--- src/rtl/cycle_sequencer_if.sv ---
// cycle_sequencer_if: request, breakpoint and status signals between the debug panel and cycle_sequencer
interface cycle_sequencer_if #(
  parameter int PC_W = 8,
  parameter int CNT_W = 16
);
  logic run;
  logic stop;
  logic step;
  logic brk_en;
  logic [PC_W-1:0] brk_addr;
  logic [PC_W-1:0] pc;
  logic haltn;
  logic [1:0] state;
  logic [2:0] phase;
  logic cyc_end;
  logic brk_hit;
  logic [CNT_W-1:0] cyc_cnt;
  modport master (
    output run, stop, step, brk_en, brk_addr, pc,
    input haltn, state, phase, cyc_end, brk_hit, cyc_cnt
  );
  modport slave (
    input run, stop, step, brk_en, brk_addr, pc,
    output haltn, state, phase, cyc_end, brk_hit, cyc_cnt
  );
endinterface

--- src/rtl/cycle_sequencer.sv ---
// cycle_sequencer: run/halt/step/breakpoint control of the pulse timer gate, changing only on machine-cycle boundaries
module cycle_sequencer #(
  parameter int PC_W = 8,
  parameter int CNT_W = 16
) (
  input logic INCLK,
  input logic RST,
  cycle_sequencer_if.slave bus
);
  localparam logic [1:0] S_HALT = 2'b00;
  localparam logic [1:0] S_RUN = 2'b01;
  localparam logic [1:0] S_STEP = 2'b10;
  localparam logic [1:0] S_BRK = 2'b11;
  logic [2:0] phase;
  logic [1:0] state, state_n;
  logic haltn, brk_hit, brk_hit_n, skip, skip_n;
  logic p_run, p_stop, p_step;
  logic run_q, stop_q, step_q, bnd, match;
  logic [CNT_W-1:0] cnt;
  assign bnd = phase == 3'd5;
  // requests seen at any edge of the cycle count, including the boundary edge itself
  assign run_q = p_run | bus.run;
  assign stop_q = p_stop | bus.stop;
  assign step_q = p_step | bus.step;
  assign match = bus.brk_en && (bus.pc == bus.brk_addr) && !skip;
  always_comb begin
    state_n = state;
    brk_hit_n = brk_hit;
    skip_n = 1'b0;
    case (state)
      S_HALT: state_n = stop_q ? S_HALT : step_q ? S_STEP : run_q ? S_RUN : S_HALT;
      S_RUN: begin
        state_n = stop_q ? S_HALT : match ? S_BRK : S_RUN;
        brk_hit_n = !stop_q && match;
      end
      S_STEP: state_n = S_HALT;
      default: begin
        state_n = stop_q ? S_HALT : step_q ? S_STEP : run_q ? S_RUN : S_BRK;
        brk_hit_n = !(stop_q | step_q | run_q);
        skip_n = !stop_q && (step_q | run_q);
      end
    endcase
  end
  always_ff @(posedge INCLK or posedge RST) begin
    if (RST) begin
      phase <= 3'd0;
      state <= S_HALT;
      haltn <= 1'b0;
      brk_hit <= 1'b0;
      skip <= 1'b0;
      p_run <= 1'b0;
      p_stop <= 1'b0;
      p_step <= 1'b0;
      cnt <= '0;
    end else begin
      phase <= bnd ? 3'd0 : phase + 3'd1;
      p_run <= !bnd && run_q;
      p_stop <= !bnd && stop_q;
      p_step <= !bnd && step_q;
      if (bnd) begin
        state <= state_n;
        haltn <= (state_n == S_RUN) || (state_n == S_STEP);
        brk_hit <= brk_hit_n;
        skip <= skip_n;
        if (haltn && cnt != '1) cnt <= cnt + 1'b1;
      end
    end
  end
  assign bus.haltn = haltn;
  assign bus.state = state;
  assign bus.phase = phase;
  assign bus.cyc_end = bnd & haltn;
  assign bus.brk_hit = brk_hit;
  assign bus.cyc_cnt = cnt;
endmodule

--- src/flat_wrapper.sv ---
// flat-port wrapper written by rule: the top's interface ports become plain ports
module cycle_sequencer_flat 
#(
  parameter int PC_W = 8,
  parameter int CNT_W = 16
)
  (INCLK, RST, bus_run, bus_stop, bus_step, bus_brk_en, bus_brk_addr, bus_pc, bus_haltn, bus_state, bus_phase, bus_cyc_end, bus_brk_hit, bus_cyc_cnt);
  cycle_sequencer_if #(.PC_W(PC_W), .CNT_W(CNT_W)) bus_i ();
  input logic INCLK;
  input logic RST;
  input wire logic [$bits(bus_i.run)-1:0] bus_run;
  input wire logic [$bits(bus_i.stop)-1:0] bus_stop;
  input wire logic [$bits(bus_i.step)-1:0] bus_step;
  input wire logic [$bits(bus_i.brk_en)-1:0] bus_brk_en;
  input wire logic [$bits(bus_i.brk_addr)-1:0] bus_brk_addr;
  input wire logic [$bits(bus_i.pc)-1:0] bus_pc;
  output wire logic [$bits(bus_i.haltn)-1:0] bus_haltn;
  output wire logic [$bits(bus_i.state)-1:0] bus_state;
  output wire logic [$bits(bus_i.phase)-1:0] bus_phase;
  output wire logic [$bits(bus_i.cyc_end)-1:0] bus_cyc_end;
  output wire logic [$bits(bus_i.brk_hit)-1:0] bus_brk_hit;
  output wire logic [$bits(bus_i.cyc_cnt)-1:0] bus_cyc_cnt;
  assign bus_i.run = bus_run;
  assign bus_i.stop = bus_stop;
  assign bus_i.step = bus_step;
  assign bus_i.brk_en = bus_brk_en;
  assign bus_i.brk_addr = bus_brk_addr;
  assign bus_i.pc = bus_pc;
  assign bus_haltn = bus_i.haltn;
  assign bus_state = bus_i.state;
  assign bus_phase = bus_i.phase;
  assign bus_cyc_end = bus_i.cyc_end;
  assign bus_brk_hit = bus_i.brk_hit;
  assign bus_cyc_cnt = bus_i.cyc_cnt;
  cycle_sequencer #(.PC_W(PC_W), .CNT_W(CNT_W)) u_core (.INCLK(INCLK), .RST(RST), .bus(bus_i));
endmodule
--- config.mk ---
export PLATFORM = sky130hd
export DESIGN_NAME = cycle_sequencer_flat
export DESIGN_NICKNAME = d
export VERILOG_FILES = /design/src/rtl/cycle_sequencer_if.sv /design/src/rtl/cycle_sequencer.sv /design/src/flat_wrapper.sv
export SDC_FILE = /design/constraint.sdc
export NUM_CORES = 1
export LEC_CHECK = 0
export BUFFER_PORTS_ARGS = -buffer_cell sky130_fd_sc_hd__buf_2
export CORE_ASPECT_RATIO = 0.8
export CORE_MARGIN = 4
export CORE_UTILIZATION = 48
export CTS_CLUSTER_SIZE = 10
export DETAILED_ROUTE_END_ITERATION = 8
export GPL_TIMING_DRIVEN = 0
export PLACE_DENSITY = 0.88
export SLEW_MARGIN = 20
export SYNTH_ARGS = -nofsm -noshare
export SYNTH_HDL_FRONTEND = slang
export SYNTH_SLANG_ARGS = --single-unit
--- constraint.sdc ---
create_clock -name INCLK -period 1.9 [get_ports INCLK]
set_input_delay 0.19 -clock INCLK [delete_from_list [all_inputs] [get_ports INCLK]]
set_output_delay 0.19 -clock INCLK [all_outputs]
set_load 0.01 [all_outputs]
# Yosys cells after proc, flatten, opt, wreduce, memory -nomap -nowiden
# Index checks and enable logic that the tools add are counted.
# Widths: inputs -> output; s select.
[op_classes]
n_addsub = 2
n_eq_ne = 7
n_mux = 12
n_bitwise = 8
n_reduce_logical = 18
[ops]
columns = ["operator", "count"]
rows = [
  ["$add 16x1->16 const B", 1],
  ["$ne 16x16->1 const B", 1],
  ["$mux 2", 7],
  ["$eq 8x8->1", 1],
  ["$logic_and 1x1->1", 8],
  ["$or 1x1->1", 6],
  ["$pmux 2 s3", 1],
  ["$eq 2x1->1 const B", 2],
  ["$eq 2x2->1 const B", 2],
  ["$logic_not 1->1", 4],
  ["$reduce_and 2->1", 2],
  ["$add 3x1->3 const B", 1],
  ["$eq 3x3->1 const B", 1],
  ["$mux 3", 1],
  ["$reduce_or 3->1", 1],
  ["$logic_not 2->1", 1],
  ["$mux 1", 2],
  ["$pmux 1 s2", 1],
  ["$reduce_or 2->1", 1],
  ["$and 1x1->1", 1],
  ["$logic_or 1x1->1", 1],
  ["$not 1->1", 1],
]
[totals]
reg_bits = 27
input_bits = 22
wordCells = 56

# Longest topological paths before layout
# Gate-level depths: netlist of run 1.
[logic_depth]
depth_word = 8
depth_mapped = 6
mapped_depth_nobuf = 6

# Worst setup path before layout of run 1
# Ideal clock, no wire load.
[synth_timing]
path_type = "register to register"
from = "register u_core.cnt[0], in the netlist u_core.bus.cyc_cnt[0]"
to = "register u_core.cnt[7], in the netlist u_core.bus.cyc_cnt[7]"
t_arrival_ps = 1593
t_required_ps = 1820
path_slack_ps = 227
path_stages_with_launch = 7
path_buffers = 0
period_less_slack_ps = 1673
cell_sequence = "dfrtp_1 -> ha_1 -> nand3_1 -> o41ai_2 -> nor2_1 -> nand4_1 -> xnor2_1"
[synth_via]
elab_chain_cells = 3
elab_cells_between_ends = 4
cone_classes = "1 x add/sub; 1 x eq/ne; 2 x reduce/logical"
[synth_rtl]
columns = ["element", "line", "rtl"]
rows = [
  ["from (decl)", "cycle_sequencer.sv:19", "logic [CNT_W-1:0] cnt;"],
  ["from (signal assigned)", "cycle_sequencer.sv:65", "if (haltn && cnt != '1) cnt <= cnt + 1'b1;"],
  ["branches (longest 3 deep; another with $add 16x1->16)", "n/a", ""],
]
# Several ways; the timed one is not identified.
# A chain may end at the register's enable or synchronous reset.

# Final worst setup path of run 1
[layout_timing]
from = "register u_core.p_stop"
to = "register u_core.haltn, in the netlist u_core.bus.haltn"
[layout_via]
elab_chain_cells = 5
elab_cells_between_ends = 8
cone_classes = "2 x eq/ne; 4 x mux; 1 x bitwise; 1 x reduce/logical"
[layout_rtl]
columns = ["element", "line", "rtl"]
rows = [
  ["from (decl)", "cycle_sequencer.sv:17", "logic p_run, p_stop, p_step;"],
  ["from (signal assigned)", "cycle_sequencer.sv:58", "p_stop <= !bnd && stop_q;"],
  ["$or 1x1->1 *", "cycle_sequencer.sv:23", "assign stop_q = p_stop | bus.stop;"],
  ["$mux 2 (on tied branches)", "cycle_sequencer.sv:38, cycle_sequencer.sv:31, cycle_sequencer.sv:33", ""],
  ["$pmux 2 s3 *", "cycle_sequencer.sv:30", "case (state)"],
  ["$eq 2x1->1 or $eq 2x2->1 (tied branches)", "cycle_sequencer.sv:62", "haltn <= (state_n == S_RUN) || (state_n == S_STEP);"],
  ["$logic_or 1x1->1 *", "cycle_sequencer.sv:62", ""],
  ["to (signal assigned)", "cycle_sequencer.sv:62", ""],
  ["to (decl)", "cycle_sequencer.sv:16", "logic haltn, brk_hit, brk_hit_n, skip, skip_n;"],
]
# Every way passes the cells marked *; elsewhere a longest branch is shown, timed or not.

==> results.py, run 1 <==
metrics = {
    "grt": {
        "grtUsageTotal_pct": 17.6,
        "grt_antenna_before_repair": 0,
        "overflow": 0,
        "grt_pass1_wl_mm": 5.09,
        "grt_max_degree": 28,
        "grt_pass1_vias": 1146,
    },
    "critical_path": {
        "critPathArrivalTime_ns": 2.01,
        "cp_top_family": "simple AND/OR/NAND/NOR gates",
        "worstReg2RegEnd": "u_core.bus.haltn$_DFFE_PP0P_",
        "worstSetupPathType": "register to register",
        "crit_required_ns": 2.12,
        "cp.depth": 5,
        "end_kind": "register",
        "crit_fanout": 4,
        "r2r_start": "u_core.p_stop$_DFF_PP0_",
        "cpMaxStageDelayCell": "dfrtp_1",
        "crit_end": "u_core.bus.haltn$_DFFE_PP0P_",
        "crit_buf_inv": 0,
        "cp-start-kind": "register",
        "worstSetupStartpoint": "u_core.p_stop$_DFF_PP0_",
        "r2r_cells": 5,
        "crit_chain": "or2_1, nor4_2, nand4_1, o211ai_1, mux2_2",
        "crit_path_max_incr_delay_ns": 0.40,
        "worst-r2r-setup-slack_ns": 0.11,
    },
    "cts": {
        "htreeDepth": 1,
        "clk_latency_ns": 0.32,
        "clkTransAtPathRegs_ns": 0.14,
        "cts_tree": "done",
        "clock-root-buffer": "clkbuf_4",
        "cts_sinks": 27,
        "cts_buffers": 3,
        "cts_buffer_depth": 2,
    },
    "power": {
        "p_clk_share_pct": 26.7,
        "power_mw": 0.903,
        "irDropWorstVdd_mv": 0.432,
        "seqPwrFrac_pct": 65.0,
        "swShare_pct": 23.2,
        "internal-power_mw": 0.694,
        "power.leakage_nw": 0.811,
        "pwr-share-comb_pct": 8.3,
        "powerDensity_nw_per_um2": 530,
        "net-switching-power_mw": 0.210,
    },
    "finish": {
        "stdcell_count": 214,
        "synthToLayoutAreaGrowth_pct": 27.3,
        "final_cell_mix": "buf_2 (45), dfrtp_1 (27), xnor2_1 (13), nor2_1 (12), nand2_1 (11)",
        "num-nets-final": 202,
        "drive_gt1_share_pct": 35.4,
        "final_common_cell": "buf_2",
        "diodes": 0,
    },
    "min_path": {
        "hold_class": "input pin to register",
    },
    "synthesis": {
        "synth_top_family_by_area": "simple AND/OR/NAND/NOR gates",
        "synth_simple_gate_area_share_pct": 23.6,
        "synthCells": 126,
        "synth_warnings": 0,
        "synth-xor-area-share_pct": 15.0,
        "synthFlopType": "dfrtp_1",
        "synth_edf_count": 0,
        "ys_seq_elements": 27,
        "avgSynthCellArea_sq_um": 10.6,
        "yosys-top-cells-area": "dfrtp_1 (50%), xnor2_1 (8.5%), xor2_1 (6.5%)",
        "yosys.area.top_type": "dfrtp_1",
        "synth.top_cell.area_share_pct": 50.4,
        "synth_adder_area_share_pct": 0.934,
        "synth_fp_nets": 149,
        "synthArstFlopShare_pct": 100,
        "synth-compound-area-share_pct": 7.56,
        "muxShareOfSynthArea_pct": 1.59,
        "synth-seq-area-share_pct": 50.4,
        "syn_area_sq_um": 1340,
        "synthDistinctLibCells": 34,
    },
    "detailed_routing": {
        "drcViolationCount": 0,
        "drt-initial-drc-count": 20,
        "ant_nets": 0,
        "drtPass1Iterations": 4,
        "dr_total_vias": 1134,
        "wl_per_cell_um": 15.1,
        "drt-total-wl_mm": 3.24,
        "vias_per_cell": 5.30,
    },
    "timing": {
        "finalMaxSlewViolations": 0,
        "period_share_pct": 94.2,
        "slew_headroom_pct": 37.4,
        "tns_ns": 0,
        "worst_pin_slew_ns": 0.933,
        "fin_crit_ns": 1.79,
        "max_freq_ghz": 0.559,
        "timing.hold.ws_ns": 0.140,
        "fin_worst_skew_ns": 0.00210,
        "report.final.setup_viol": 0,
        "hold_viol": 0,
        "rsz0062_at_grt": "false",
    },
    "placement": {
        "gp_congestion": 0.783,
        "post-place-cells": 207,
        "dpl.hpwl_mm": 2.48,
        "io_buffers": 45,
    },
    "floorplan": {
        "core_sq_um": 2560,
        "start_util_pct": 52.3,
        "die_x_um": 67.1,
        "rows": 16,
        "die-area_sq_um": 3710,
        "die_h_um": 55.3,
        "pin_count": 46,
    },
    "run": {
        "drv_cap": 0,
    },
    "status": {
        "status": "finished, final reports clean",
    },
}
power by group through the flow:
stage,combinational [mW],sequential [mW],clock [mW]
2_1_floorplan,0.0342,0.598,0
3_3_place_gp,0.0672,0.597,0
3_5_place_dp,0.0722,0.597,0
4_1_cts,0.0727,0.587,0.246
5_1_grt,0.0848,0.588,0.270
6_report,0.0751,0.587,0.241
tightest hold or removal path, cell delays in order:
cell    delay, ns
buf_2        0.08
nor2_1       0.06
nor2_1       0.09
final cells by class:
cell class	instances	area [sq um]
clock buffer	3	22.5
clock inverter	1	5.00
fill	216	857
inverter	3	11.3
multi-input combinational	96	696
sequential	27	676
tap	36	45.0
timing repair buffer	48	250
per-layer routing:
layer,vias to the layer above,GRT usage [%],part of all wire [%]
li1,556,-,-
met1,544,21.6,41
met2,32,30.3,53
met3,2,3.45,5.7
met4,0,6.36,0.46
met5,-,0,0
registers in the layout (all words and copies together), names as in the netlist:
signal,flops
u_core.p_run,1
u_core.p_step,1
u_core.bus.haltn,1
u_core.p_stop,1
u_core.bus.brk_hit,1
u_core.bus.state,2
u_core.bus.cyc_cnt,16
u_core.skip,1
u_core.bus.phase,3
how the worst min path moves through the flow:
stage | to | cells past startpoint | startpoint | slack [ns]
2_1_floorplan | u_core.bus.brk_hit$_DFFE_PP0P_ | 1 | RST | 0.24
3_3_place_gp | u_core.bus.cyc_cnt[10]$_DFFE_PP0P_ | 2 | RST | 0.45
3_5_place_dp | u_core.bus.cyc_cnt[13]$_DFFE_PP0P_ | 2 | RST | 0.46
4_1_cts | u_core.bus.cyc_cnt[13]$_DFFE_PP0P_ | 2 | RST | 0.11
5_1_grt | u_core.p_stop$_DFF_PP0_ | 3 | bus_stop | 0.16
6_report | u_core.p_stop$_DFF_PP0_ | 3 | bus_stop | 0.14
cells in the mapped netlist, types with 2 or more instances:
| cell type | n |
|---|---|
| nor2_1 | 12 |
| nand3_1 | 6 |
| nor4_1 | 3 |
| nor3_1 | 3 |
| o211ai_1 | 2 |
| dfrtp_1 | 27 |
| nand2_1 | 11 |
| xor2_1 | 10 |
| inv_1 | 3 |
| xnor2_1 | 13 |
| o21ai_0 | 3 |
| a21o_1 | 2 |
| nand4_1 | 9 |
| a21oi_1 | 2 |
cell families after synthesis:
group,after synthesis
AO/OA/AOI/OAI,14
XOR/XNOR,23
adder cells (fa/ha/maj),1
buffers and inverters,3
flip-flops,27
multiplexers,2
AND/OR/NAND/NOR,56
metrics by stage:
step / util, % / cell area [sq um] / worst slack (ns)
finish: 66.6 / 1710 / 0.111
global route: 66.6 / 1710 / 0.00771
CTS: 64.4 / 1650 / 0.0510
global placement: 62.8 / 1610 / 0.158
floorplan: - / 1340 / 0.227
detailed placement: 62.8 / 1610 / 0.0440
what timing repair did:
action	4_1_cts	5_1_grt
setup endpoints to repair	1	11
pin swaps	0	3
gates resized for setup	1	5
hold buffers	0	1
hold endpoints to repair	0	27
buffers inserted	0	2
Note: power is estimated with default switching activity, not from simulation.
==> run 2: changes to the inputs <==
clock period = 2.3 ns   (was 1.9 ns; I/O delays follow)
==> run 2 against run 1 <==
  * The run now ends with negative hold slack left
  * Sequential power decreased by 17%
  * Combinational power shrank 21%
  * First-iteration DRC count up 100%
  * Hold slack worse by 0.16 ns
  * Cell count shrank 1.4%
  * Non-clock buffer count is 3 lower
  * Clock power decreased by 16%
  * Routed wire length shrank 3.4%
  * Core utilization shrank 2.6 points
  * Critical path depth up 1
  * Largest cell class is now sequential cells
==> results.py, run 2 (synthesis results as in run 1) <==
metrics = {
    "placement": {
        "pre_cts_ws_ns": 0.444,
        "dpl.hpwl_mm": 2.48,
        "io_buffers": 45,
        "gp_congestion": 0.783,
        "dpl-instance-area_sq_um": 1610,
        "post-place-cells": 207,
    },
    "detailed_routing": {
        "vias_per_cell": 5.40,
        "dr_total_vias": 1140,
        "wl_per_cell_um": 14.8,
        "drt-initial-drc-count": 40,
        "drt-total-wl_mm": 3.13,
        "drcViolationCount": 0,
        "ant_nets": 0,
        "drtPass1Iterations": 4,
    },
    "cts": {
        "clock-root-buffer": "clkbuf_4",
        "cts_tree": "done",
        "clkTransAtPathRegs_ns": 0.14,
        "cts_setup_buffers": 0,
        "clk_latency_ns": 0.32,
        "htreeDepth": 1,
        "ctsHoldBuffers": 0,
        "cts_buffer_depth": 2,
        "cts_sinks": 27,
        "cts_buffers": 3,
        "ctsResizeCount": 0,
    },
    "grt": {
        "grt_antenna_before_repair": 0,
        "overflow": 0,
        "grt_pass1_wl_mm": 4.99,
        "grt_max_degree": 28,
        "grt_pass1_vias": 1130,
        "grtUsageTotal_pct": 17.3,
    },
    "status": {
        "status": "finished, violations left",
        "violations": "negative hold slack",
    },
    "critical_path": {
        "r2r_cells": 6,
        "cp-start-kind": "register",
        "crit_required_ns": 2.55,
        "critPathArrivalTime_ns": 2.16,
        "r2r_start": "u_core.bus.cyc_cnt[0]$_DFFE_PP0P_",
        "end_kind": "register",
        "worstSetupPathType": "register to register",
        "crit_fanout": 5,
        "worst-r2r-setup-slack_ns": 0.39,
        "worstReg2RegEnd": "u_core.bus.cyc_cnt[7]$_DFFE_PP0P_",
    },
    "finish": {
        "largest_reg_flops": 16,
        "final_area_sq_um": 1640,
        "num-nets-final": 199,
        "synthToLayoutAreaGrowth_pct": 22.2,
        "final_common_cell": "buf_2",
        "stdcell_count": 211,
        "drive_gt1_share_pct": 32.6,
        "final_cell_mix": "buf_2 (45), dfrtp_1 (27), xnor2_1 (13), nor2_1 (12), nand2_1 (11)",
        "post-route-util_pct": 63.9,
        "diodes": 0,
    },
    "timing": {
        "rsz0062_at_grt": "false",
        "period_share_pct": 83.2,
        "setup_ws_ns": 0.387,
        "fin_worst_skew_ns": 0.00485,
        "finalMaxSlewViolations": 0,
        "report.final.setup_viol": 0,
        "timing.hold.ws_ns": -0.0221,
        "hold_viol": 27,
        "slew_headroom_pct": 37.1,
        "fin_crit_ns": 1.91,
        "worst_pin_slew_ns": 0.938,
        "tns_ns": 0,
        "max_freq_ghz": 0.523,
    },
    "run": {
        "drv_cap": 0,
    },
    "floorplan": {
        "die_h_um": 55.3,
        "pin_count": 46,
        "start_util_pct": 52.3,
        "die_x_um": 67.1,
        "rows": 16,
        "core_sq_um": 2560,
        "die-area_sq_um": 3710,
    },
    "power": {
        "power.leakage_nw": 0.797,
        "irDropWorstVdd_mv": 0.364,
        "powerDensity_nw_per_um2": 455,
    },
    "min_path": {
        "hold_class": "input pin to async pin",
    },
}
==> run 2: layer usage <==
layer | part of all wire [%] | global-route usage [%] | up-vias
met3 | 6.7 | 3.45 | 4
met2 | 51 | 29.4 | 42
li1 | - | - | 547
met5 | 0 | 0 | -
met1 | 41 | 21.3 | 547
met4 | 0.96 | 6.36 | 0
==> run 2: where the power goes <==
| part | switching [mW] | internal, mW |
|---|---|---|
| clock | 0.137 | 0.0652 |
| sequential | 0.00488 | 0.480 |
| combinational | 0.0324 | 0.0266 |
==> run 2: worst max-delay path by stage <==
| stage | from | end | slack, ns | depth (start not counted) |
|---|---|---|---|---|
| after CTS | u_core.bus.cyc_cnt[0]$_DFFE_PP0P_ | u_core.bus.cyc_cnt[7]$_DFFE_PP0P_ | 0.39 | 6 |
| final | u_core.bus.cyc_cnt[0]$_DFFE_PP0P_ | u_core.bus.cyc_cnt[7]$_DFFE_PP0P_ | 0.39 | 6 |
| after floorplan | u_core.bus.cyc_cnt[0]$_DFFE_PP0P_ | u_core.bus.cyc_cnt[7]$_DFFE_PP0P_ | 0.63 | 6 |
| after detailed placement | u_core.bus.cyc_cnt[0]$_DFFE_PP0P_ | u_core.bus.cyc_cnt[7]$_DFFE_PP0P_ | 0.44 | 6 |
| after global routing | u_core.bus.cyc_cnt[0]$_DFFE_PP0P_ | u_core.bus.cyc_cnt[7]$_DFFE_PP0P_ | 0.26 | 6 |
| after global placement | u_core.p_stop$_DFF_PP0_ | u_core.bus.haltn$_DFFE_PP0P_ | 0.56 | 5 |
==> run 2: cell type report <==
class / instances / area [sq um]
fill: 226 / 925
tap: 36 / 45.0
clock inverter: 1 / 5.00
timing repair buffer: 45 / 225
clock buffer: 3 / 22.5
sequential: 27 / 676
inverter: 3 / 11.3
multi-input combinational: 96 / 653
==> run 2: through the flow <==
step                total power, mW  hold WS (ns)
finish                        0.746       -0.0221
detailed placement            0.553         0.489
floorplan                     0.522         0.283
CTS                           0.748         0.147
global placement              0.548         0.464
global route                  0.778        0.0265
==> run 2: worst max-delay path, cell delays in order (launching register included) <==
cell	delay (ns)
dfrtp_1	0.46
ha_1	0.21
nand3_1	0.20
o41ai_2	0.53
nor2_1	0.15
nand4_1	0.15
xnor2_1	0.13
